--- src/rtl/intersection_scheduler_pkg.sv ---
// Shared definitions for the two-road intersection scheduler: phase codes,
// lamp bit positions and default phase durations.
package intersection_scheduler_pkg;

  typedef enum logic [2:0] {
    StIdle = 3'd0,
    StNsG  = 3'd1,
    StNsY  = 3'd2,
    StAr1  = 3'd3,
    StEwG  = 3'd4,
    StEwY  = 3'd5,
    StAr2  = 3'd6
  } phase_e;

  // Lamp vector bit positions, shared with traffic_fsm.
  localparam int unsigned LampG = 0;
  localparam int unsigned LampY = 1;
  localparam int unsigned LampR = 2;

  localparam int unsigned DefLightStateWidth = 3;
  localparam int unsigned DefCntW            = 8;
  localparam int unsigned DefGreenTime       = 10;
  localparam int unsigned DefYellowTime      = 3;
  localparam int unsigned DefAllredTime      = 2;
  localparam int unsigned DefWalkTime        = 6;

  function automatic phase_e next_phase(input phase_e cur);
    phase_e nxt;
    case (cur)
      StIdle:  nxt = StNsG;
      StNsG:   nxt = StNsY;
      StNsY:   nxt = StAr1;
      StAr1:   nxt = StEwG;
      StEwG:   nxt = StEwY;
      StEwY:   nxt = StAr2;
      StAr2:   nxt = StNsG;
      default: nxt = StIdle;
    endcase
    return nxt;
  endfunction

endpackage

--- src/rtl/intersection_scheduler_if.sv ---
// Control/status bundle between the intersection scheduler and its controller:
// run enable, time base, pedestrian requests in; lamps, walks and phase out.
interface intersection_scheduler_if #(
  parameter int unsigned LIGHT_STATE_WIDTH = 3,
  parameter int unsigned CNT_W             = 8
);

  logic                         en;
  logic                         tick;
  logic                         ped_req_ns;
  logic                         ped_req_ew;
  logic [LIGHT_STATE_WIDTH-1:0] light_ns;
  logic [LIGHT_STATE_WIDTH-1:0] light_ew;
  logic                         walk_ns;
  logic                         walk_ew;
  logic [2:0]                   phase;
  logic [CNT_W-1:0]             remaining;

  modport master (
    output en, tick, ped_req_ns, ped_req_ew,
    input  light_ns, light_ew, walk_ns, walk_ew, phase, remaining
  );

  modport slave (
    input  en, tick, ped_req_ns, ped_req_ew,
    output light_ns, light_ew, walk_ns, walk_ew, phase, remaining
  );

endinterface

--- src/rtl/intersection_scheduler_phase_timer.sv ---
// Loadable down-counter for phase durations. Load wins over tick; a tick at
// zero leaves the count at zero so the scheduler can see the expiry.
module intersection_scheduler_phase_timer #(
  parameter int unsigned CNT_W = 8
) (
  input  logic             clk,
  input  logic             rst_n,
  input  logic             load,
  input  logic [CNT_W-1:0] load_val,
  input  logic             tick,
  output logic [CNT_W-1:0] value,
  output logic             zero
);

  logic [CNT_W-1:0] value_q;

  always_ff @(posedge clk or negedge rst_n) begin
    if (!rst_n) begin
      value_q <= '0;
    end else if (load) begin
      value_q <= load_val;
    end else if (tick && (value_q != '0)) begin
      value_q <= value_q - CNT_W'(1);
    end
  end

  assign value = value_q;
  assign zero  = (value_q == '0);

endmodule

--- src/rtl/intersection_scheduler.sv ---
// Two-road intersection phase sequencer: owns phase order, all-red clearance
// and pedestrian walk grants; lamp and walk outputs decode registered state.
module intersection_scheduler
  import intersection_scheduler_pkg::*;
#(
  parameter int unsigned LIGHT_STATE_WIDTH = DefLightStateWidth,
  parameter int unsigned CNT_W             = DefCntW,
  parameter int unsigned GREEN_TIME        = DefGreenTime,
  parameter int unsigned YELLOW_TIME       = DefYellowTime,
  parameter int unsigned ALLRED_TIME       = DefAllredTime,
  parameter int unsigned WALK_TIME         = DefWalkTime
) (
  input logic                  clk,
  input logic                  rst_n,
  intersection_scheduler_if.slave bus
);

  // Walk is shown while the green counter is still at or above this value.
  localparam logic [CNT_W-1:0] WalkThresh = CNT_W'(GREEN_TIME - WALK_TIME);
  localparam logic [CNT_W-1:0] GreenLoad  = CNT_W'(GREEN_TIME - 1);
  localparam logic [CNT_W-1:0] YellowLoad = CNT_W'(YELLOW_TIME - 1);
  localparam logic [CNT_W-1:0] AllredLoad = CNT_W'(ALLRED_TIME - 1);

  phase_e           state_q;
  phase_e           next_state;
  logic             grant_ns_q;
  logic             grant_ew_q;
  logic             pend_ns_q;
  logic             pend_ew_q;
  logic             enter;
  logic             tmr_load;
  logic             tmr_zero;
  logic [CNT_W-1:0] tmr_load_val;
  logic [CNT_W-1:0] tmr_value;

  logic [LIGHT_STATE_WIDTH-1:0] lamp_ns;
  logic [LIGHT_STATE_WIDTH-1:0] lamp_ew;

  assign next_state = next_phase(state_q);
  assign enter      = bus.en & ((state_q == StIdle) | (bus.tick & tmr_zero));

  // Dropping en reloads the counter with zero so IDLE always reports 0.
  always_comb begin
    tmr_load     = ~bus.en | enter;
    tmr_load_val = '0;
    if (bus.en) begin
      case (next_state)
        StNsG, StEwG: tmr_load_val = GreenLoad;
        StNsY, StEwY: tmr_load_val = YellowLoad;
        StAr1, StAr2: tmr_load_val = AllredLoad;
        default:      tmr_load_val = '0;
      endcase
    end
  end

  intersection_scheduler_phase_timer #(
    .CNT_W (CNT_W)
  ) u_phase_timer (
    .clk      (clk),
    .rst_n    (rst_n),
    .load     (tmr_load),
    .load_val (tmr_load_val),
    .tick     (bus.tick),
    .value    (tmr_value),
    .zero     (tmr_zero)
  );

  always_ff @(posedge clk or negedge rst_n) begin
    if (!rst_n) begin
      state_q    <= StIdle;
      grant_ns_q <= 1'b0;
      grant_ew_q <= 1'b0;
      pend_ns_q  <= 1'b0;
      pend_ew_q  <= 1'b0;
    end else begin
      pend_ns_q <= pend_ns_q | bus.ped_req_ns;
      pend_ew_q <= pend_ew_q | bus.ped_req_ew;
      if (!bus.en) begin
        state_q    <= StIdle;
        grant_ns_q <= 1'b0;
        grant_ew_q <= 1'b0;
      end else if (enter) begin
        state_q <= next_state;
        // A request on the entry edge itself is folded into the grant.
        if (next_state == StNsG) begin
          grant_ns_q <= pend_ns_q | bus.ped_req_ns;
          pend_ns_q  <= 1'b0;
        end
        if (next_state == StEwG) begin
          grant_ew_q <= pend_ew_q | bus.ped_req_ew;
          pend_ew_q  <= 1'b0;
        end
      end
    end
  end

  always_comb begin
    lamp_ns = '0;
    lamp_ew = '0;
    case (state_q)
      StNsG: begin
        lamp_ns[LampG] = 1'b1;
        lamp_ew[LampR] = 1'b1;
      end
      StNsY: begin
        lamp_ns[LampY] = 1'b1;
        lamp_ew[LampR] = 1'b1;
      end
      StAr1, StAr2: begin
        lamp_ns[LampR] = 1'b1;
        lamp_ew[LampR] = 1'b1;
      end
      StEwG: begin
        lamp_ns[LampR] = 1'b1;
        lamp_ew[LampG] = 1'b1;
      end
      StEwY: begin
        lamp_ns[LampR] = 1'b1;
        lamp_ew[LampY] = 1'b1;
      end
      default: begin
        lamp_ns = '0;
        lamp_ew = '0;
      end
    endcase
  end

  assign bus.light_ns  = lamp_ns;
  assign bus.light_ew  = lamp_ew;
  assign bus.walk_ns   = (state_q == StNsG) & grant_ns_q & (tmr_value >= WalkThresh);
  assign bus.walk_ew   = (state_q == StEwG) & grant_ew_q & (tmr_value >= WalkThresh);
  assign bus.phase     = state_q;
  assign bus.remaining = tmr_value;

  // Conflicting movements must never be released together.
  a_no_conflict: assert property (@(posedge clk) disable iff (!rst_n)
    !((lamp_ns[LampG] | lamp_ns[LampY]) & (lamp_ew[LampG] | lamp_ew[LampY])));
  a_walk_ns_green: assert property (@(posedge clk) disable iff (!rst_n)
    bus.walk_ns |-> lamp_ns[LampG]);
  a_walk_ew_green: assert property (@(posedge clk) disable iff (!rst_n)
    bus.walk_ew |-> lamp_ew[LampG]);

endmodule
--- src/flat_wrapper.sv ---
// flat-port wrapper written by rule: the top's interface ports become plain ports
module intersection_scheduler_flat import intersection_scheduler_pkg::*;
#(
  parameter int unsigned LIGHT_STATE_WIDTH = DefLightStateWidth,
  parameter int unsigned CNT_W             = DefCntW,
  parameter int unsigned GREEN_TIME        = DefGreenTime,
  parameter int unsigned YELLOW_TIME       = DefYellowTime,
  parameter int unsigned ALLRED_TIME       = DefAllredTime,
  parameter int unsigned WALK_TIME         = DefWalkTime
)
  (clk, rst_n, bus_en, bus_tick, bus_ped_req_ns, bus_ped_req_ew, bus_light_ns, bus_light_ew, bus_walk_ns, bus_walk_ew, bus_phase, bus_remaining);
  intersection_scheduler_if #(.LIGHT_STATE_WIDTH(LIGHT_STATE_WIDTH), .CNT_W(CNT_W)) bus_i ();
  input logic clk;
  input logic rst_n;
  input wire logic [$bits(bus_i.en)-1:0] bus_en;
  input wire logic [$bits(bus_i.tick)-1:0] bus_tick;
  input wire logic [$bits(bus_i.ped_req_ns)-1:0] bus_ped_req_ns;
  input wire logic [$bits(bus_i.ped_req_ew)-1:0] bus_ped_req_ew;
  output wire logic [$bits(bus_i.light_ns)-1:0] bus_light_ns;
  output wire logic [$bits(bus_i.light_ew)-1:0] bus_light_ew;
  output wire logic [$bits(bus_i.walk_ns)-1:0] bus_walk_ns;
  output wire logic [$bits(bus_i.walk_ew)-1:0] bus_walk_ew;
  output wire logic [$bits(bus_i.phase)-1:0] bus_phase;
  output wire logic [$bits(bus_i.remaining)-1:0] bus_remaining;
  assign bus_i.en = bus_en;
  assign bus_i.tick = bus_tick;
  assign bus_i.ped_req_ns = bus_ped_req_ns;
  assign bus_i.ped_req_ew = bus_ped_req_ew;
  assign bus_light_ns = bus_i.light_ns;
  assign bus_light_ew = bus_i.light_ew;
  assign bus_walk_ns = bus_i.walk_ns;
  assign bus_walk_ew = bus_i.walk_ew;
  assign bus_phase = bus_i.phase;
  assign bus_remaining = bus_i.remaining;
  intersection_scheduler #(.LIGHT_STATE_WIDTH(LIGHT_STATE_WIDTH), .CNT_W(CNT_W), .GREEN_TIME(GREEN_TIME), .YELLOW_TIME(YELLOW_TIME), .ALLRED_TIME(ALLRED_TIME), .WALK_TIME(WALK_TIME)) u_core (.clk(clk), .rst_n(rst_n), .bus(bus_i));
endmodule
--- config.mk ---
export PLATFORM = sky130hd
export DESIGN_NAME = intersection_scheduler_flat
export DESIGN_NICKNAME = d
export VERILOG_FILES = /design/src/rtl/intersection_scheduler_pkg.sv /design/src/rtl/intersection_scheduler_if.sv /design/src/rtl/intersection_scheduler_phase_timer.sv /design/src/rtl/intersection_scheduler.sv /design/src/flat_wrapper.sv
export SDC_FILE = /design/constraint.sdc
export NUM_CORES = 1
export LEC_CHECK = 0
export ABC_AREA = 1
export BUFFER_PORTS_ARGS = -buffer_cell sky130_fd_sc_hd__clkbuf_2
export CAP_MARGIN = 40
export CORE_AREA = 2 2 50 52
export CTS_BUF_LIST = sky130_fd_sc_hd__clkbuf_8
export CTS_CLUSTER_SIZE = 25
export DETAILED_ROUTE_END_ITERATION = 10
export DIE_AREA = 0 0 52 54
export HOLD_SLACK_MARGIN = 0.12
export PLACE_DENSITY_LB_ADDON = 0.1
export SYNTH_ARGS = -nofsm -noshare
export SYNTH_HDL_FRONTEND = slang
export SYNTH_SLANG_ARGS = --single-unit
export TNS_END_PERCENT = 1
--- constraint.sdc ---
create_clock -name clk -period 1.6 [get_ports clk]
set_clock_uncertainty 0.05 [all_clocks]
set_input_delay 0.08 -clock clk [delete_from_list [all_inputs] [get_ports clk]]
set_output_delay 0.08 -clock clk [all_outputs]
set_load 0.05 [all_outputs]
# ---- Yosys cells after proc, flatten, opt, wreduce, memory -nomap -nowiden
# Cells that the tools add are included.
# W data, S select, Z words.
dict set report totals {
  ramBits 0
  reg_bits 15
  output_inout_bits 19
  rom_bits 0
  word_cells 72
  mem_count 0
  inputBits 6
  latch_bits 0
}
dict set report op_classes {
  n_mux 25
  n_eq_ne 15
  add_sub_neg 1
  n_bitwise 11
  n_lt_le_gt_ge 1
  n_mul 0
  n_reduce_logical 13
  div 0
  shifts 0
}
# operator n
set ops {}
lappend ops {{$mux W8} 3}
lappend ops {{$eq A3 B3 Y1 const B} 6}
lappend ops {{$mux W1} 18}
lappend ops {{$pmux W3 S6} 1}
lappend ops {{$eq A3 B2 Y1 const B} 4}
lappend ops {{$pmux W4 S3} 1}
lappend ops {{$ge A8 B3 Y1 const B} 1}
lappend ops {{$logic_not A8 Y1} 1}
lappend ops {{$reduce_bool A8 Y1} 1}
lappend ops {{$reduce_or A2 Y1} 4}
lappend ops {{$reduce_or A4 Y1} 2}
lappend ops {{$sub A8 B1 Y8 const B} 1}
lappend ops {{$and A1 B1 Y1} 6}
lappend ops {{$eq A3 B1 Y1 const B} 2}
lappend ops {{$mux W3} 2}
lappend ops {{$ne A2 B1 Y1 const B} 3}
lappend ops {{$or A1 B1 Y1} 4}
lappend ops {{$reduce_and A2 Y1} 2}
lappend ops {{$logic_not A3 Y1} 1}
lappend ops {{$reduce_bool A2 Y1} 1}
lappend ops {{$logic_and A1 B1 Y1} 1}
lappend ops {{$not A1 Y1} 1}

# ---- Logic depth before layout (Yosys ltp)
# Gate-level depths: netlist (run 1).
dict set report logic_depth {
  depth_word 8
  ltp_mapped 10
}

# ---- Cells and area by module
# Synthesis (run 1) repeated with hierarchy kept, for this count alone.
dict set report hier_totals {
  cells_unflattened 176
  hier_area_um2 1161.1
}
# mod cells_each instances area_each_um2 seq_area_each_um2
set modules_own_cells {}
lappend modules_own_cells {intersection_scheduler_phase_timer 93 1 596.8 200.2}
lappend modules_own_cells {intersection_scheduler 83 1 564.3 175.2}

# ---- Worst setup path after synthesis (run 1)
# No wires, ideal clock.
dict set report synth_timing {
  kind {register to output}
  from {reg u_core.state_q[2] (netlist: u_core.bus.phase[2])}
  to {out bus_walk_ns}
  stages_incl_launch_ff 6
  setup_slack_ns -0.965
  arrival_time_ns 2.435
  path_cell_list {dfrtp_1 inv_4 nand2_1 nor2_1 nand2_1 nor2_1}
}
dict set report synth_between {
  elab_chain_len 3
}
# item line_no
set synth_rtl {}
lappend synth_rtl {{start: declaration} intersection_scheduler.sv:24} ;# phase_e state_q;
lappend synth_rtl {{start signal: assignment} intersection_scheduler.sv:70} ;# state_q <= StIdle;
lappend synth_rtl {{start signal: assignment} intersection_scheduler.sv:79} ;# state_q <= StIdle;
lappend synth_rtl {{start signal: assignment} intersection_scheduler.sv:83} ;# state_q <= next_state;
lappend synth_rtl {{$eq A3 B1 Y1} intersection_scheduler.sv:130} ;# assign bus.walk_ns = (state_q == StNsG) & grant_ns_q & (tmr_value >= WalkThresh);
lappend synth_rtl {{$and A1 B1 Y1 (2 in a row)} intersection_scheduler.sv:130}
lappend synth_rtl {{end: declaration} flat_wrapper.sv:21} ;# output wire logic [$bits(bus_i.walk_ns)-1:0] bus_walk_ns;
# Every way passes these cells.

# ---- Worst setup path after layout (run 1)
# Ends and elaborated chain as after synthesis.

==> results of run 1 <==
## layer usage
layer / vias up / track usage (%) / routed length [um]
met5: - / 0 / 0
met4: 0 / 7.89 / 40
met3: 5 / 3.33 / 110
met2: 21 / 31.0 / 1160
met1: 458 / 25.6 / 1060
li1: 525 / - / -
## layout make-up
class / instances / area [sq um] / share of cell area (%)
clock buffer: 3 / 41.3 / 2.98
sequential: 15 / 384 / 27.7
inverter: 25 / 106 / 7.67
multi-input combinational: 110 / 641 / 46.2
tap: 30 / 37.5 / 2.71
timing repair buffer: 28 / 171 / 12.4
clock inverter: 1 / 5.00 / 0.361
## metrics by stage
stage / utilization, % / instance area, sq um / setup TNS, ps / worst slack [ps]
floorplan: - / 1120 / -68.5 / -31.0
global placement: 54.7 / 1270 / 0 / 64.9
detailed placement: 54.7 / 1270 / 0 / 13.4
CTS: 58.5 / 1360 / -1.97 / -1.97
global route: 59.8 / 1390 / -131 / -65.4
finish: 59.8 / 1390 / 0 / 3.89
## worst max-delay path: stages, from the launching register on
cell and delay, ps:
dfrtp_4 540, inv_8 110, nand2_4 70, nor2_4 130, nand2_2 80, nor2_4 100, clkbuf_8 180
## registers in the layout, indices dropped and copies added (netlist names)
name,count
u_core.u_phase_timer.value,8
u_core.pend_ns_q,1
u_core.bus.phase,3
u_core.grant_ew_q,1
u_core.grant_ns_q,1
u_core.pend_ew_q,1
## cells by family after synthesis
group / after synthesis
simple gates: 97
buf+inv: 26
compound gates: 12
flops: 15
fa+ha+maj: 1
## cells in the mapped netlist, types with 3 or more instances
cell	number	share of area (%)
o21ai_1	3	1.4
nand2_1	39	14
inv_1	16	5.7
nor2_1	23	8.1
inv_2	6	2.1
nand3_1	6	2.8
nand2_2	9	5.3
dfrtp_1	15	35
nand4_1	5	2.9
nor2_2	9	5.3
## power by group through the flow
| stage | Sequential [uW] | Combinational (uW) | Clock [uW] |
|---|---|---|---|
| final | 635 | 1880 | 321 |
| after global placement | 632 | 1800 | 0 |
| after global routing | 653 | 2070 | 339 |
| after CTS | 632 | 1830 | 327 |
| after floorplan | 861 | 1220 | 0 |
| after detailed placement | 638 | 1820 | 0 |
## cells in the final DEF (no fill, tap or decap), types with 2 or more instances in the layout
| master | netlist | final |
|---|---|---|
| nor2_2 | 9 | 9 |
| o21ai_1 | 3 | 3 |
| clkbuf_8 | 0 | 4 |
| dlygate4sd3_1 | 0 | 3 |
| dfrtp_2 | 0 | 4 |
| clkbuf_2 | 0 | 21 |
| nand2_2 | 9 | 11 |
| clkbuf_4 | 0 | 2 |
| nand3_1 | 6 | 6 |
| nor2_1 | 23 | 18 |
| nand4_1 | 5 | 5 |
| inv_2 | 6 | 7 |
| inv_1 | 16 | 14 |
| nand3_4 | 2 | 2 |
| inv_4 | 1 | 2 |
| o21ai_2 | 2 | 2 |
| o22ai_1 | 2 | 2 |
| nor2_4 | 1 | 6 |
| nand2_1 | 39 | 36 |
| dfrtp_1 | 15 | 10 |
| nand2_4 | 2 | 3 |
## final timing paths
| path | endpoint | cells past startpoint | from |
|---|---|---|---|
| setup / recovery | bus_walk_ns | 6 | u_core.bus.phase[2] |
| hold / removal | u_core.grant_ew_q | 3 | bus_tick |
| setup reg to reg | u_core.grant_ns_q | 10 | u_core.u_phase_timer.value[0] |
| hold reg to reg | u_core.pend_ew_q | 2 | u_core.pend_ew_q |
| max in group asynchronous | u_core.bus.phase[2] | 2 | rst_n |
| min in group asynchronous | u_core.u_phase_timer.value[4] | 2 | rst_n |
## timing repair
item / in CTS / in global routing
pin swaps: 1 / 1
hold buffers: 3 / 0
hold endpoints to repair: 19 / 0
setup endpoints to repair: 2 / 17
gates resized for setup: 3 / 9
==> results_dict.tcl, run 1 <==
set metrics [dict create \
    crit_path_end_kind "output port" \
    drive_gt1_share_pct 44.0 \
    crit_arrival_ps 1470 \
    rsz0062_at_grt "yes" \
    cell_internal_pwr_uw 1210 \
    clkTransAtPathRegs_ps 70 \
    grt.total_usage_pct 19.3 \
    dr.pass1.iters 4 \
    core_sq_mm 0.00232 \
    ys_seq_elements 15 \
    clock_power_share_pct 11.3 \
    grt_start_max_net_pins 16 \
    syn-num-nets 158 \
    maxSlewHeadroom_pct 73.9 \
    synth_cells 151 \
    pin_count 25 \
    synth_simple_gate_area_share_pct 45.2 \
    syn_area_per_cell_sq_um 7.03 \
    fillers 234 \
    yosys.cell_types.count 26 \
    antenna_left 0 \
    min_period_over_period_pct 99.8 \
    final_cells 212 \
    hold_slack_ps 165 \
    floorplan.die_area_sq_mm 0.00281 \
    synth_mux_area_share_pct 0 \
    flow.area_growth_from_synthesis_pct 30.5 \
    clk_latency_ps 250 \
    clock_path_buffers 2 \
    synth_edf_count 0 \
    remaining_drc_errors 0 \
    final-max-slew-violation-count 0 \
    synth-compound-area-share_pct 8.01 \
    crit_type "register to output port" \
    synthArstFlopShare_pct 100 \
    post_cts_buffers 0 \
    num_rows 18 \
    n_antenna_cell 0 \
    dp_hpwl_um 1840 \
    drt-initial-drc-count 13 \
    place.port_buffers 24 \
    gp_congestion 0.888 \
    wl_um 2370 \
    wire_per_inst_um 11.2 \
    path_max_fanout 7 \
    power_density_mw_per_mm2 2050 \
    fmax_ghz 0.627 \
    viasPerCell 4.76 \
    ir_worst_vdd_uv 1320 \
    p_leak_uw 0.000726 \
    min_path_type "input port to register" \
    htree_levels 1 \
    clock-sinks 15 \
    synthAdderAreaFrac_pct 1.18 \
    reg2reg_slack_ps 130 \
    syn-cell-area_sq_mm 0.00106 \
    vias 1009 \
    overflow 0 \
    tightest_slew_ps 391 \
    yosys_warnings 0 \
    post-place-cells 205 \
    first_global_vias 912 \
    period_needed_ps 1600 \
    p_sw_uw 1630 \
    die_height_um 54 \
    die_w_um 52 \
    synth_xor_area_share_pct 0 \
    cts_tree "built" \
    p_sw_share_pct 57.4 \
    synth_top_family_by_area "simple AND/OR/NAND/NOR gates" \
    power_frac_seq_pct 22.4 \
    hold_viol 0 \
    yosysSeqAreaShare_pct 35.3 \
    cts_buffers 3 \
    setup.worst_path.start_class "register" \
    finalSetupViolCount 0 \
    status "complete, no violations" \
    drv_cap 0 \
    synthFlopType "dfrtp_1" \
    grt_pass1_wl_um 3950 \
    initial_utilization_pct 45.8 \
    final_nets 190 \
    cts.root.buffer_cell "clkbuf_8" \
    worstPathRequired_ps 1470 \
    grt_antenna_before_repair 0 \
    power_uw 2840 \
    p_comb_share_pct 66.3 \
]
Power figures use the tool's default switching activity.
==> inputs of run 2 (changes only) <==
--- a/config.mk
+++ b/config.mk
@@ -15,6 +15,7 @@
 export DIE_AREA = 0 0 52 54
 export HOLD_SLACK_MARGIN = 0.12
 export PLACE_DENSITY_LB_ADDON = 0.1
+export REMOVE_ABC_BUFFERS = 1
 export SYNTH_ARGS = -nofsm -noshare
 export SYNTH_HDL_FRONTEND = slang
 export SYNTH_SLANG_ARGS = --single-unit
==> constraint.sdc (replaced) <==
create_clock -name clk -period 1.4 [get_ports clk]
set_clock_uncertainty 0.05 [all_clocks]
set_input_delay 0.07 -clock clk [delete_from_list [all_inputs] [get_ports clk]]
set_output_delay 0.07 -clock clk [all_outputs]
set_load 0.05 [all_outputs]
==> results_dict.tcl, run 2 (synthesis results as in run 1) <==
set metrics [dict create \
    num_rows 18 \
    viasPerCell 4.85 \
    overflow 0 \
    flow.area_growth_from_synthesis_pct 55.1 \
    crit_arrival_ps 1330 \
    maxSlewHeadroom_pct 73.4 \
    fmax_ghz 0.689 \
    drive_gt1_share_pct 53.2 \
    antenna_left 0 \
    gp_congestion 0.919 \
    min_path_type "input port to register" \
    layout_common_cells "nand2_1, buf_4, clkbuf_2" \
    p_leak_uw 0.000857 \
    first_global_vias 1066 \
    final_nets 211 \
    grt.total_usage_pct 22.0 \
    remaining_drc_errors 0 \
    vias 1129 \
    setup.worst_path.start_class "register" \
    drv_cap 0 \
    initial_utilization_pct 45.8 \
    power_uw 3870 \
    dr.pass1.iters 4 \
    fillers 198 \
    cp.depth 6 \
    ir_worst_vdd_uv 1650 \
    dp_hpwl_um 1950 \
    grt_pass1_wl_um 4610 \
    drt-initial-drc-count 25 \
    critPathBufInv 2 \
    rsz0062_at_grt "yes" \
    crit_path_end_kind "output port" \
    final-max-slew-violation-count 0 \
    wire_per_inst_um 12.4 \
    cts_tree "built" \
    path_max_fanout 6 \
    clock-sinks 15 \
    min_period_over_period_pct 104 \
    clk_latency_ps 250 \
    period_needed_ps 1450 \
    floorplan.die_area_sq_mm 0.00281 \
    reg2reg_depth 10 \
    worstPathRequired_ps 1280 \
    dp_slack_ps -120 \
    die_w_um 52 \
    htree_levels 1 \
    crit_path_cell_trace "inv_2 -> nand2_4 -> nor2_4 -> nand2_1 -> nor2_1 -> clkbuf_8" \
    largest_reg_flops 8 \
    cpPeakStageDelay_ps 470 \
    clkTransAtPathRegs_ps 70 \
    core_sq_mm 0.00232 \
    place.port_buffers 24 \
    failed_checks "negative setup slack" \
    tightest_slew_ps 399 \
    n_antenna_cell 0 \
    crit_family "flip-flops" \
    power_density_mw_per_mm2 2350 \
    setup_ws_ps -51.3 \
    final_common_cell "nand2_1" \
    cts_buffers 3 \
    pin_count 25 \
    fin_util_pct 71.0 \
    status "finished with violations" \
    grt_start_max_net_pins 16 \
    hold_viol 0 \
    die_height_um 54 \
    final_area_sq_mm 0.00165 \
    worstHoldPathCells 3 \
    tns_ps -183 \
    wl_um 2880 \
    grt_antenna_before_repair 0 \
    cts.root.buffer_cell "clkbuf_8" \
    clock_path_buffers 2 \
    finalSetupViolCount 5 \
    place_area_sq_mm 0.00131 \
    crit_path_top_delay_cell "dfrtp_2" \
    crit_type "register to output port" \
]
## run 2: cell count changes in the layout (fill, tap and decap cells not counted), sizes merged
cell / before / now
buf: 1 / 28
clkbuf: 27 / 21
clkinv: 2 / 3
inv: 24 / 23
## run 2: metal layers
metal | vias up | track usage [%] | routed length (um)
met3 | 9 | 2.78 | 132
met2 | 35 | 37.1 | 1480
met1 | 507 | 27.4 | 1210
li1 | 578 | - | -
met5 | - | 0 | 0
met4 | 0 | 11.4 | 60
## run 2: final cells by class
cell class	count	area [sq um]	share of cell area (%)
tap	30	37.5	2.28
inverter	25	104	6.30
sequential	15	377	22.9
clock inverter	1	5.00	0.304
multi-input combinational	110	687	41.7
clock buffer	3	41.3	2.51
timing repair buffer	49	397	24.1
## run 2: worst register-to-register path, cell delays in order, from the launching register on
cell	delay, ps
dfrtp_2	470
inv_2	110
nand2_4	70
buf_6	130
inv_4	50
nand2_4	70
nand2_4	100
nand2_4	80
nor2_4	130
o21ai_2	60
nand2_2	50
## run 2: repair_timing
item / in CTS / in global routing
hold buffers: 3 / 0
resized for setup: 25 / 33
endpoints found under the setup margin: 22 / 23
cloned: 0 / 0
endpoints found under the hold margin: 19 / 0
buffers inserted: 6 / 3
pin swaps: 9 / 16
## run 2: worst paths after layout
path,end,slack [ps],start
worst max register to register,u_core.grant_ns_q,-30,u_core.bus.phase[0]
max in group asynchronous,u_core.bus.phase[0],780,rst_n
worst max-delay path,bus_walk_ew,-50,u_core.bus.phase[0]
worst min register to register,u_core.pend_ew_q,430,u_core.pend_ew_q
min in group asynchronous,u_core.u_phase_timer.value[3],220,rst_n
worst min-delay path,u_core.grant_ew_q,190,bus_tick
## run 2: through the flow
step           instances  hold WS (ps)
6_report             233           187
5_1_grt              233           208
4_1_cts              230           156
3_5_place_dp         217         -32.4
3_3_place_gp         217         -27.0
2_1_floorplan        150          -276
## run 2: power by group
group | internal, uW | switching, uW
clock | 197 | 166
sequential | 548 | 111
combinational | 1050 | 1800
